### config.mk
export PLATFORM = sky130hd
export DESIGN_NAME = multicycle_ripple_adder_flat
export DESIGN_NICKNAME = d
export VERILOG_FILES = /design/src/rtl/multicycle_ripple_adder_if.sv /design/src/rtl/multicycle_ripple_adder.sv /design/src/flat_wrapper.sv
export SDC_FILE = /design/constraint.sdc
export NUM_CORES = 1
export LEC_CHECK = 0
export ABC_CLOCK_PERIOD_IN_PS = 3300
export CORE_MARGIN = 1
export CORE_UTILIZATION = 36
export DETAILED_ROUTE_END_ITERATION = 8
export HOLD_SLACK_MARGIN = 0.1
export RECOVER_POWER = 100
export SYNTH_ARGS = -nofsm -noshare
export SYNTH_HDL_FRONTEND = slang
export SYNTH_SLANG_ARGS = --single-unit
### constraint.sdc
create_clock -name clk -period 3.3 [get_ports clk]
set_input_delay 0.495 -clock clk [delete_from_list [all_inputs] [get_ports clk]]
set_output_delay 0.495 -clock clk [all_outputs]
set_load 0.05 [all_outputs]
### src/rtl/multicycle_ripple_adder_if.sv
// Handshake bundle for the multi-cycle adder. Upstream hands over operands with
// in_valid/in_ready, and the result comes back with out_valid/out_ready.
interface multicycle_ripple_adder_if #(
    parameter int WIDTH = 16
);
    logic             in_valid;
    logic             in_ready;
    logic [WIDTH-1:0] a;
    logic [WIDTH-1:0] b;
    logic             ci;
    logic             sub;
    logic             out_valid;
    logic             out_ready;
    logic [WIDTH-1:0] sum;
    logic             co;
    logic             ovf;

    modport slave (
        input  in_valid, a, b, ci, sub, out_ready,
        output in_ready, out_valid, sum, co, ovf
    );

    modport master (
        output in_valid, a, b, ci, sub, out_ready,
        input  in_ready, out_valid, sum, co, ovf
    );
endinterface

### src/rtl/multicycle_ripple_adder.sv
// Add/subtract unit that processes CHUNK bits per clock. A registered carry links
// one chunk to the next, so the combinational ripple path is only CHUNK bits long.
module multicycle_ripple_adder #(
    parameter int WIDTH = 16,
    parameter int CHUNK = 4
) (
    input  logic                       clk,
    input  logic                       rst,
    multicycle_ripple_adder_if.slave   bus
);
    localparam int SAFE_CHUNK = (CHUNK < 1) ? 1 : CHUNK;
    localparam int NCHUNK     = WIDTH / SAFE_CHUNK;
    localparam int KW         = (NCHUNK > 1) ? $clog2(NCHUNK) : 1;
    localparam int NSLOT      = 1 << KW;

    generate
        if (CHUNK < 1 || (WIDTH % SAFE_CHUNK) != 0) begin : g_param_check
            $error("multicycle_ripple_adder: WIDTH must be a positive multiple of CHUNK");
        end
    endgenerate

    typedef enum logic [1:0] {IDLE, RUN, DONE} state_t;

    state_t           state_q;
    logic [WIDTH-1:0] a_q;
    logic [WIDTH-1:0] beff_q;
    logic             carry_q;
    logic [KW-1:0]    k_q;
    logic [WIDTH-1:0] sum_q;
    logic             co_q;
    logic             ovf_q;

    // The slice tables are padded to a power of two so k_q indexes them at full width.
    // The padding slots are never selected.
    logic [SAFE_CHUNK-1:0] a_sl [NSLOT];
    logic [SAFE_CHUNK-1:0] b_sl [NSLOT];

    generate
        for (genvar gi = 0; gi < NSLOT; gi++) begin : g_slice
            if (gi < NCHUNK) begin : g_real
                assign a_sl[gi] = a_q[gi*SAFE_CHUNK +: SAFE_CHUNK];
                assign b_sl[gi] = beff_q[gi*SAFE_CHUNK +: SAFE_CHUNK];
            end else begin : g_pad
                assign a_sl[gi] = '0;
                assign b_sl[gi] = '0;
            end
        end
    endgenerate

    logic [SAFE_CHUNK:0] chunk_sum;
    logic                last_chunk;

    assign chunk_sum  = {1'b0, a_sl[k_q]} + {1'b0, b_sl[k_q]} + (SAFE_CHUNK+1)'(carry_q);
    assign last_chunk = (k_q == KW'(NCHUNK - 1));

    always_ff @(posedge clk) begin
        if (rst) begin
            state_q <= IDLE;
            a_q     <= '0;
            beff_q  <= '0;
            carry_q <= 1'b0;
            k_q     <= '0;
            sum_q   <= '0;
            co_q    <= 1'b0;
            ovf_q   <= 1'b0;
        end else begin
            case (state_q)
                IDLE: begin
                    if (bus.in_valid) begin
                        // Subtraction is computed as A + ~B + ~borrow_in.
                        a_q     <= bus.a;
                        beff_q  <= bus.sub ? ~bus.b : bus.b;
                        carry_q <= bus.sub ? ~bus.ci : bus.ci;
                        k_q     <= '0;
                        state_q <= RUN;
                    end
                end
                RUN: begin
                    for (int i = 0; i < NCHUNK; i++) begin
                        if (k_q == KW'(i)) begin
                            sum_q[i*SAFE_CHUNK +: SAFE_CHUNK] <= chunk_sum[SAFE_CHUNK-1:0];
                        end
                    end
                    carry_q <= chunk_sum[SAFE_CHUNK];
                    if (last_chunk) begin
                        co_q    <= chunk_sum[SAFE_CHUNK];
                        ovf_q   <= (a_q[WIDTH-1] == beff_q[WIDTH-1]) &&
                                   (chunk_sum[SAFE_CHUNK-1] != a_q[WIDTH-1]);
                        state_q <= DONE;
                    end else begin
                        k_q <= k_q + 1'b1;
                    end
                end
                DONE: begin
                    if (bus.out_ready) begin
                        state_q <= IDLE;
                    end
                end
                default: state_q <= IDLE;
            endcase
        end
    end

    assign bus.in_ready  = (state_q == IDLE) && !rst;
    assign bus.out_valid = (state_q == DONE);
    assign bus.sum       = sum_q;
    assign bus.co        = co_q;
    assign bus.ovf       = ovf_q;
endmodule

### src/flat_wrapper.sv
// flat-port wrapper written by rule: the top's interface ports become plain ports
module multicycle_ripple_adder_flat 
#(
    parameter int WIDTH = 16,
    parameter int CHUNK = 4
)
  (clk, rst, bus_in_valid, bus_a, bus_b, bus_ci, bus_sub, bus_out_ready, bus_in_ready, bus_out_valid, bus_sum, bus_co, bus_ovf);
  multicycle_ripple_adder_if #(.WIDTH(WIDTH)) bus_i ();
  input  logic clk;
  input  logic rst;
  input wire logic [$bits(bus_i.in_valid)-1:0] bus_in_valid;
  input wire logic [$bits(bus_i.a)-1:0] bus_a;
  input wire logic [$bits(bus_i.b)-1:0] bus_b;
  input wire logic [$bits(bus_i.ci)-1:0] bus_ci;
  input wire logic [$bits(bus_i.sub)-1:0] bus_sub;
  input wire logic [$bits(bus_i.out_ready)-1:0] bus_out_ready;
  output wire logic [$bits(bus_i.in_ready)-1:0] bus_in_ready;
  output wire logic [$bits(bus_i.out_valid)-1:0] bus_out_valid;
  output wire logic [$bits(bus_i.sum)-1:0] bus_sum;
  output wire logic [$bits(bus_i.co)-1:0] bus_co;
  output wire logic [$bits(bus_i.ovf)-1:0] bus_ovf;
  assign bus_i.in_valid = bus_in_valid;
  assign bus_i.a = bus_a;
  assign bus_i.b = bus_b;
  assign bus_i.ci = bus_ci;
  assign bus_i.sub = bus_sub;
  assign bus_i.out_ready = bus_out_ready;
  assign bus_in_ready = bus_i.in_ready;
  assign bus_out_valid = bus_i.out_valid;
  assign bus_sum = bus_i.sum;
  assign bus_co = bus_i.co;
  assign bus_ovf = bus_i.ovf;
  multicycle_ripple_adder #(.WIDTH(WIDTH), .CHUNK(CHUNK)) u_core (.clk(clk), .rst(rst), .bus(bus_i));
endmodule
==> out/results.txt <==
run status: finished with violations
failing checks: design-rule violations
wire length on met1: 2.55 mm
Max-Cap Viols: 0
Total Power: 1.37 mW
Crit. End Element: flop
Final Hold Fails: 0
GRT Total Usage: 16.1%
Ports: 58
register area share after synthesis: 44.4%
Design Area, Final: 3150 um2
Int Pwr: 986 uW
shortest period the worst path allows: 2.86 ns
met3 WL: 179 um
crit start category: flop
Vias: 2026
P_leak: 1.18 nW
Reg clk slew, reported paths: 0.09 ns
WP data arrival: 3.08 ns
area grow syn2layout: 27.1%
gpl congestion: 0.796
Vias/cell: 5.04
Sw Ratio: 28.1%
clock root buffer: clkbuf_8
Required @ worst endpoint: 3.52 ns
Post-CTS Hold Buffers: 0
Power Dens Cells: 435 nW/um2
Port Buffers: 57
CTS tree: done
Rel. slew slack: 31.4%
Place WS: 0.419 ns
CTS Buffer Depth: 2
Tcrit/Tclk final: 86.7%
Most used DFF post-synth: dfxtp_1
Yosys reg bits: 55
antenna fix cells: 0
Crit Path Class: reg -> reg
Slew @ Worst Pin: 1.03 ns
setup TNS: 0 ns
Initial DRT Pass Iterations: 7
Initial Util: 38.1%
DP Area: 3090 um2
nets@finish: 371
CTS H-tree depth: 2
total CTS buffers: 5
maximum VDD drop: 0.180 mV
CORE AREA: 6490 um2
dpl hpwl: 3.93 mm
Post-synth EDFFs: 0
dpl cells: 394
fin worst setup slack: 0.440 ns
total clock sinks: 55
area leader, netlist: dfxtp_1
initial DRC count: 82
final std cells w/o fill: 402
Yosys warnings: 0
Post-CTS Setup Bufs: 0
share of the synthesized area in the top cell type: 44.4%
hold depth: 2
Slowest-stage cell, CP: dfxtp_1
post-synthesis async set-or-reset flop share: 0%
reg2reg path depth: 6
synth unique cells: 31
endpoints failing setup: 0
WL met2: 2.47 mm
Comb pwr share: 20.5%
Mapped Cells: 276
Syn Std Cell Area: 2480 um2
crit-path cells: mux4_2 > ha_1 > a21oi_1 > a21boi_1 > or4_4 > a311oi_1
initial antenna violation count: 0
Synth Net Count: 323
FMAX: 350 MHz
largest stage delay on the critical path: 0.72 ns
Avg Cell Area, Syn: 8.98 um2
crit path max fanout: 11
fillers: 668
vias in the first global route: 1952
Die H: 85.0 um
uppermost layer routed: met4
first-pass GRT wire length: 9.16 mm
Worst-Skew Late Latency: 0.30 ns
Die ar.: 7220 um2
std cell rows: 29
routed len/inst: 13.1 um
sequential power share: 53.5%
Final ANT Viol Nets: 0
Clock Skew: 0.00692 ns
largest net degree at the start of global routing: 56
Die W: 85.0 um
P_sw: 385 uW
share of cells above drive strength 1: 6.15%
Clk pwr share: 26.0%
RSZ-0062 raised after global routing: no
final wirelength: 5.27 mm
gr ovfl total: 0
post-CTS sizing: 0
class of the worst hold path: reg -> reg
Pins Over Slew Limit: 0
Remaining DRCs: 8
leading post-synthesis cells by cell area: dfxtp_1 44%, nand2_1 7.7%, mux4_2 7.3%, a21oi_1 7.1%, xnor2_1 5.7%
## critical path, delay by kind of cell, from the launching register on
family / cells / cell delay (ns)
AO/OA/AOI/OAI: 3 / 0.61
AND/OR/NAND/NOR: 1 / 0.49
flip-flops: 1 / 0.72
adder cells (fa/ha/maj): 1 / 0.37
multiplexers: 1 / 0.59
## power groups by stage
stage / combinational (mW) / clock (mW) / sequential, mW
floorplan: 0.175 / 0 / 0.758
global placement: 0.284 / 0 / 0.750
detailed placement: 0.289 / 0 / 0.751
CTS: 0.289 / 0.366 / 0.735
global route: 0.311 / 0.397 / 0.741
finish: 0.280 / 0.356 / 0.734
## final timing paths
| kind | startpoint | endpoint | slack (ns) |
|---|---|---|---|
| setup / recovery | u_core.k_q[0]$_SDFFE_PP0P_ | u_core.bus.ovf$_SDFFE_PP0P_ | 0.44 |
| hold / removal | u_core.bus.sum[3]$_SDFFE_PP0P_ | u_core.bus.sum[3]$_SDFFE_PP0P_ | 0.45 |
| setup reg to reg | u_core.k_q[0]$_SDFFE_PP0P_ | u_core.bus.ovf$_SDFFE_PP0P_ | 0.44 |
| hold reg to reg | u_core.bus.sum[3]$_SDFFE_PP0P_ | u_core.bus.sum[3]$_SDFFE_PP0P_ | 0.45 |
## area by class of cell
cell class / count / area, um2 / area share (%)
flip-flops and latches: 55 / 1100 / 35.0
clock inverters: 1 / 5.00 / 0.159
repair buffers: 60 / 586 / 18.6
inverters: 2 / 7.51 / 0.238
clock buffers: 7 / 76.3 / 2.42
well taps: 77 / 96.3 / 3.06
multi-input cells: 200 / 1280 / 40.6
## per-stage QoR
step	hold slack (ns)	utilization, %
2_1_floorplan	0.433	-
3_3_place_gp	0.442	47.5
3_5_place_dp	0.446	47.5
4_1_cts	0.459	48.8
5_1_grt	0.473	48.5
6_report	0.452	48.5
## cell usage after synthesis, types with 6 or more instances
library cell and n:
a211oi_1 18, a21oi_1 35, buf_2 7, clkbuf_1 11
dfxtp_1 55, ha_1 7, mux4_2 8, nand2_1 51
nand3_1 7, nor2_1 30, nor3_1 6, xnor2_1 16
## metal layers
layer / vias to the layer above / track usage (%)
met2: 47 / 25.7
met5: - / 0
met1: 931 / 21.8
li1: 1042 / -
met3: 6 / 3.11
met4: 0 / 6.01
## state kept, by name (all words and copies together), names as in the netlist
register / cells
u_core.bus.sum: 16
u_core.bus.co: 1
u_core.beff_q: 16
u_core.carry_q: 1
u_core.k_q: 2
u_core.state_q: 2
u_core.bus.ovf: 1
u_core.a_q: 16
## cells by family (layout without fill, tap and decap cells)
family,count (synthesis),after routing,share of synthesized area [%]
simple gates,106,106,18.6
compound gates,59,59,14.6
flops,55,55,44.4
buf+inv,21,70,3.54
xor+xnor,18,18,6.36
fa+ha+maj,9,9,5.15
mux,8,8,7.27
## cell usage in the layout, fill, tap and decap left out, types with 6 or more instances in the layout
cell type / n
xnor2_1: 16
nor2_1: 30
nand2_1: 51
nor3_1: 6
clkdlybuf4s50_1: 35
ha_1: 7
dlygate4sd3_1: 21
a21oi_1: 35
nand3_1: 7
mux4_2: 8
a211oi_1: 18
dfxtp_1: 55
No activity file was read; power rests on OpenSTA's default activity.
==> edit 1: new RTL, same flow settings <==
`WIDTH` is set to 16 in 3 places; all go to 32.
--- a/src/rtl/multicycle_ripple_adder_if.sv
+++ b/src/rtl/multicycle_ripple_adder_if.sv
@@ -1,7 +1,7 @@
 // Handshake bundle for the multi-cycle adder. Upstream hands over operands with
 // in_valid/in_ready, and the result comes back with out_valid/out_ready.
 interface multicycle_ripple_adder_if #(
-    parameter int WIDTH = 16
+    parameter int WIDTH = 32
 );
     logic             in_valid;
     logic             in_ready;
--- a/src/rtl/multicycle_ripple_adder.sv
+++ b/src/rtl/multicycle_ripple_adder.sv
@@ -1,7 +1,7 @@
 // Add/subtract unit that processes CHUNK bits per clock. A registered carry links
 // one chunk to the next, so the combinational ripple path is only CHUNK bits long.
 module multicycle_ripple_adder #(
-    parameter int WIDTH = 16,
+    parameter int WIDTH = 32,
     parameter int CHUNK = 4
 ) (
     input  logic                       clk,
--- a/src/flat_wrapper.sv
+++ b/src/flat_wrapper.sv
@@ -1,7 +1,7 @@
 // flat-port wrapper written by rule: the top's interface ports become plain ports
 module multicycle_ripple_adder_flat 
 #(
-    parameter int WIDTH = 16,
+    parameter int WIDTH = 32,
     parameter int CHUNK = 4
 )
   (clk, rst, bus_in_valid, bus_a, bus_b, bus_ci, bus_sub, bus_out_ready, bus_in_ready, bus_out_valid, bus_sum, bus_co, bus_ovf);
Ports: changed (resized bus_a, bus_b and bus_sum); port bits go from 58 to 106. The function was not compared with the original's and may differ.
==> edit 1 against the unedited design <==
- die area up 88%
- non-clock buffer count up 57
- area after synthesis up 90%
- total power up 110%
- global-route usage up 1.9 points
- design area up 95%
- sequential cell count up 49
- sequential power up 87%
- wire length up 110%
- setup slack worse by 0.089 ns
- clock power rose to 2.9 times the old value
- critical path depth up 5
- first-iteration DRC count rose to 3.3 times the old value
- largest power group unchanged
==> edit 1: results <==
grt:
  grt_pass1_vias: 3808
  grt_max_degree: 105
  grt_usage_pct: 18.0
  met3_usage_pct: 2.85
logic_synthesis:
  synthMuxAreaShare_pct: 10.2
  synth_compound_gate_area_share_pct: 12.9
  syn_area_per_cell_um2: 8.91
  synth_commonest_cells: "104 x dfxtp_1, 99 x nand2_1, 68 x nor2_1, 53 x a21oi_1, 37 x a211oi_1"
  synth_fa_ha_area_share_pct: 3.24
  synth_xor_area_share_pct: 6.31
  synthTopCellsByArea: "dfxtp_1 44%, nand2_1 7.9%, mux4_2 7.6%"
  ys_types: 38
  yosysTopAreaCellShare_pct: 44.1
worst_setup_path:
  cp_slowest_cell: "mux4_2"
  critPathArrivalTime_ns: 3.19
  slowest_delay_ns: 0.53
  path_delay_family: "simple AND/OR/NAND/NOR gates"
  crit_fanout: 10
  r2r_cells: 11
cts:
  cts_buffers: 9
  cts.clk_slew.worst_paths_ns: 0.07
  cts-htree-levels: 3
detailed_routing:
  first_pass_iters: 4
  avgRoutedWirePerCell_um: 14.4
  drt_iter0_drc: 273
  routed_via_density: 4.82
placement:
  dp_cells: 773
  placed_area_mm2: 0.00590
  portBuffers: 105
min_path:
  hp-start: "u_core.bus.sum[28]$_SDFFE_PP0P_"
  whs_endpoint: "u_core.bus.sum[28]$_SDFFE_PP0P_"
sta:
  tightest_slew_ns: 1.08
  fin_crit_ns: 2.95
  skew_ns: 0.00888
cells_and_area:
  drive_above_1_share_pct: 7.63
  layout.nets: 693
run_status:
  outcome: "complete, no violations"
[edit 1: cell count changes after synthesis, sizes merged, moves of 18 or more]
cell,before,now
a211oi,18,37
a21oi,35,53
dfxtp,55,104
nand2,51,99
nor2,30,68
xnor2,16,34
[edit 1: power by group]
part           switching, mW  internal, mW  total [mW]
Sequential            0.0443          1.32        1.37
Clock                  0.457         0.584        1.04
Combinational          0.239         0.219       0.458
Total                  0.741          2.13        2.87
[edit 1: area by class of cell]
cell class,instances,area (um2)
multi-input cells,372,2400
fillers,1271,6540
well taps,172,215
inverters,8,30.0
clock inverters,5,58.8
repair buffers,117,1120
flip-flops and latches,104,2080
clock buffers,10,229
[edit 1: metal layers]
| layer | share of wire [%] | vias to the layer above |
|---|---|---|
| li1 | - | 1966 |
| met1 | 47 | 1739 |
| met2 | 48 | 87 |
| met3 | 4.0 | 9 |
| met4 | 1.1 | 0 |
| met5 | 0 | - |
==> edit 2: new RTL, config.mk and constraints unchanged <==
Made on the original files. Reset style: asynchronous (`rst`), changed in one clocked block.
--- a/src/rtl/multicycle_ripple_adder.sv
+++ b/src/rtl/multicycle_ripple_adder.sv
@@ -53,7 +53,7 @@
     assign chunk_sum  = {1'b0, a_sl[k_q]} + {1'b0, b_sl[k_q]} + (SAFE_CHUNK+1)'(carry_q);
     assign last_chunk = (k_q == KW'(NCHUNK - 1));
 
-    always_ff @(posedge clk) begin
+    always_ff @(posedge clk or posedge rst) begin
         if (rst) begin
             state_q <= IDLE;
             a_q     <= '0;
Function: differs if rst is asserted again (counterexample within 4 cycles, from zero or initial values and one cycle with rst high); with rst held inactive, the same outputs for 10 cycles.
==> edit 2 against the unedited design <==
- wire length is 5.0% lower
- setup slack better by 0.046 ns
- via count shrank 16%
- design area increased by 6.6%
- maximum frequency up 1.6%
- area after synthesis is 4.7% higher
- sequential cell count unchanged
- highest routed layer unchanged
Power is not compared: it rests on default switching activity, and its combinational part moved more than twofold at a synthesized area within 25%.
==> edit 2: results <==
cells_and_area:
  drive_above_1_share_pct: 16.1
  multi_input_area_share_pct: 33.9
  fillers: 652
  layout.nets: 313
  seq_share_pct: 41.0
  multi_input_gates: 139
  largest_cell_class: "sequential cells"
  clk_share_pct: 3.43
  inv_count: 5
logic_synthesis:
  synth_compound_gate_area_share_pct: 7.47
  syn_nets: 256
  synth_fa_ha_area_share_pct: 4.92
  synth_commonest_cells: "55 x dfrtp_1, 24 x mux2_2, 18 x a21oi_1, 18 x nor2_1, 18 x xnor2_1"
  synth_xor_area_share_pct: 6.41
  yosysSeqAreaShare_pct: 53.0
  synthTopCellsByArea: "dfrtp_1 53%, mux2_2 10%, mux4_2 6.9%"
  async_flop_share_pct: 100
  synthMuxAreaShare_pct: 17.8
  ys_types: 29
sta:
  skew_ns: 0.00780
  maxSlewHeadroom_pct: 9.21
detailed_routing:
  routed_via_density: 4.71
  drt_iter0_drc: 59
  first_pass_iters: 4
  avgRoutedWirePerCell_um: 13.8
worst_setup_path:
  slowest_delay_ns: 0.75
  crit_fanout: 12
  endpoint: "u_core.bus.sum[7]$_DFFE_PP0P_"
  reg2reg_slack_ns: 0.49
  cp_slowest_cell: "dfrtp_1"
  critPathArrivalTime_ns: 3.01
  cp-startpoint: "u_core.k_q[0]$_DFFE_PP0P_"
placement:
  place.gp.congestion: 0.679
  dp_hpwl_um: 3710
min_path:
  whs_endpoint: "u_core.bus.sum[15]$_DFFE_PP0P_"
  hp-start: "u_core.bus.sum[15]$_DFFE_PP0P_"
grt:
  antenna_found_initial: 0
  grt_pass1_wl_um: 8800
  grt_pass1_vias: 1740
  grt_usage_pct: 15.3
  grt_max_degree: 56
run_status:
  outcome: "complete, no violations"
-- edit 2: cell types whose count changed after synthesis, moves of 17 or more --
| cell | before | now |
|---|---|---|
| a211oi_1 | 18 | 0 |
| a21oi_1 | 35 | 18 |
| nand2_1 | 51 | 15 |
| dfrtp_1 | 0 | 55 |
| dfxtp_1 | 55 | 0 |
| mux2_2 | 0 | 24 |
-- edit 2: cells by family after synthesis --
| logic type | count (synthesis) |
|---|---|
| and+or+nand+nor | 43 |
| AOI/OAI and AO/OA | 35 |
| adders and majority gates | 9 |
| buffers and inverters | 15 |
| xor gates and xnor gates | 19 |
| muxes | 33 |
| DFF | 55 |
-- edit 2: critical path: cells and delay by family (launching register included) --
kind            cells  cell delay (ns)
fa+ha+maj           1             0.45
flops               1             0.75
compound gates      3             0.62
xor+xnor            1             0.28
mux                 1             0.60
-- edit 2: power breakdown --
| group | switching, mW | internal (mW) | leakage, nW |
|---|---|---|---|
| clock | 0.227 | 0.229 | 0.0548 |
| combinational | 1.15 | 0.905 | 0.691 |
| sequential | 0.249 | 1.01 | 0.646 |
-- edit 2: per-stage QoR --
step           setup slack (ns)  instances  area (um2)  hold slack [ns]  utilization, %
5_1_grt                   0.250        363        3360            0.506            48.9
3_5_place_dp              0.432        355        3260            0.474            47.4
6_report                  0.486        363        3360            0.483            48.9
2_1_floorplan             0.785        209        2590            0.475               -
3_3_place_gp              0.526        355        3260            0.468            47.4
4_1_cts                   0.441        363        3370            0.496            49.1
-- edit 2: metal layers --
layer	share of wire (%)	track usage, %	vias to the layer above
met3	3.8	3.22	6
met1	51	22.3	824
met5	0	0	-
met2	44	23.1	43
met4	1.2	4.55	0
li1	-	-	838
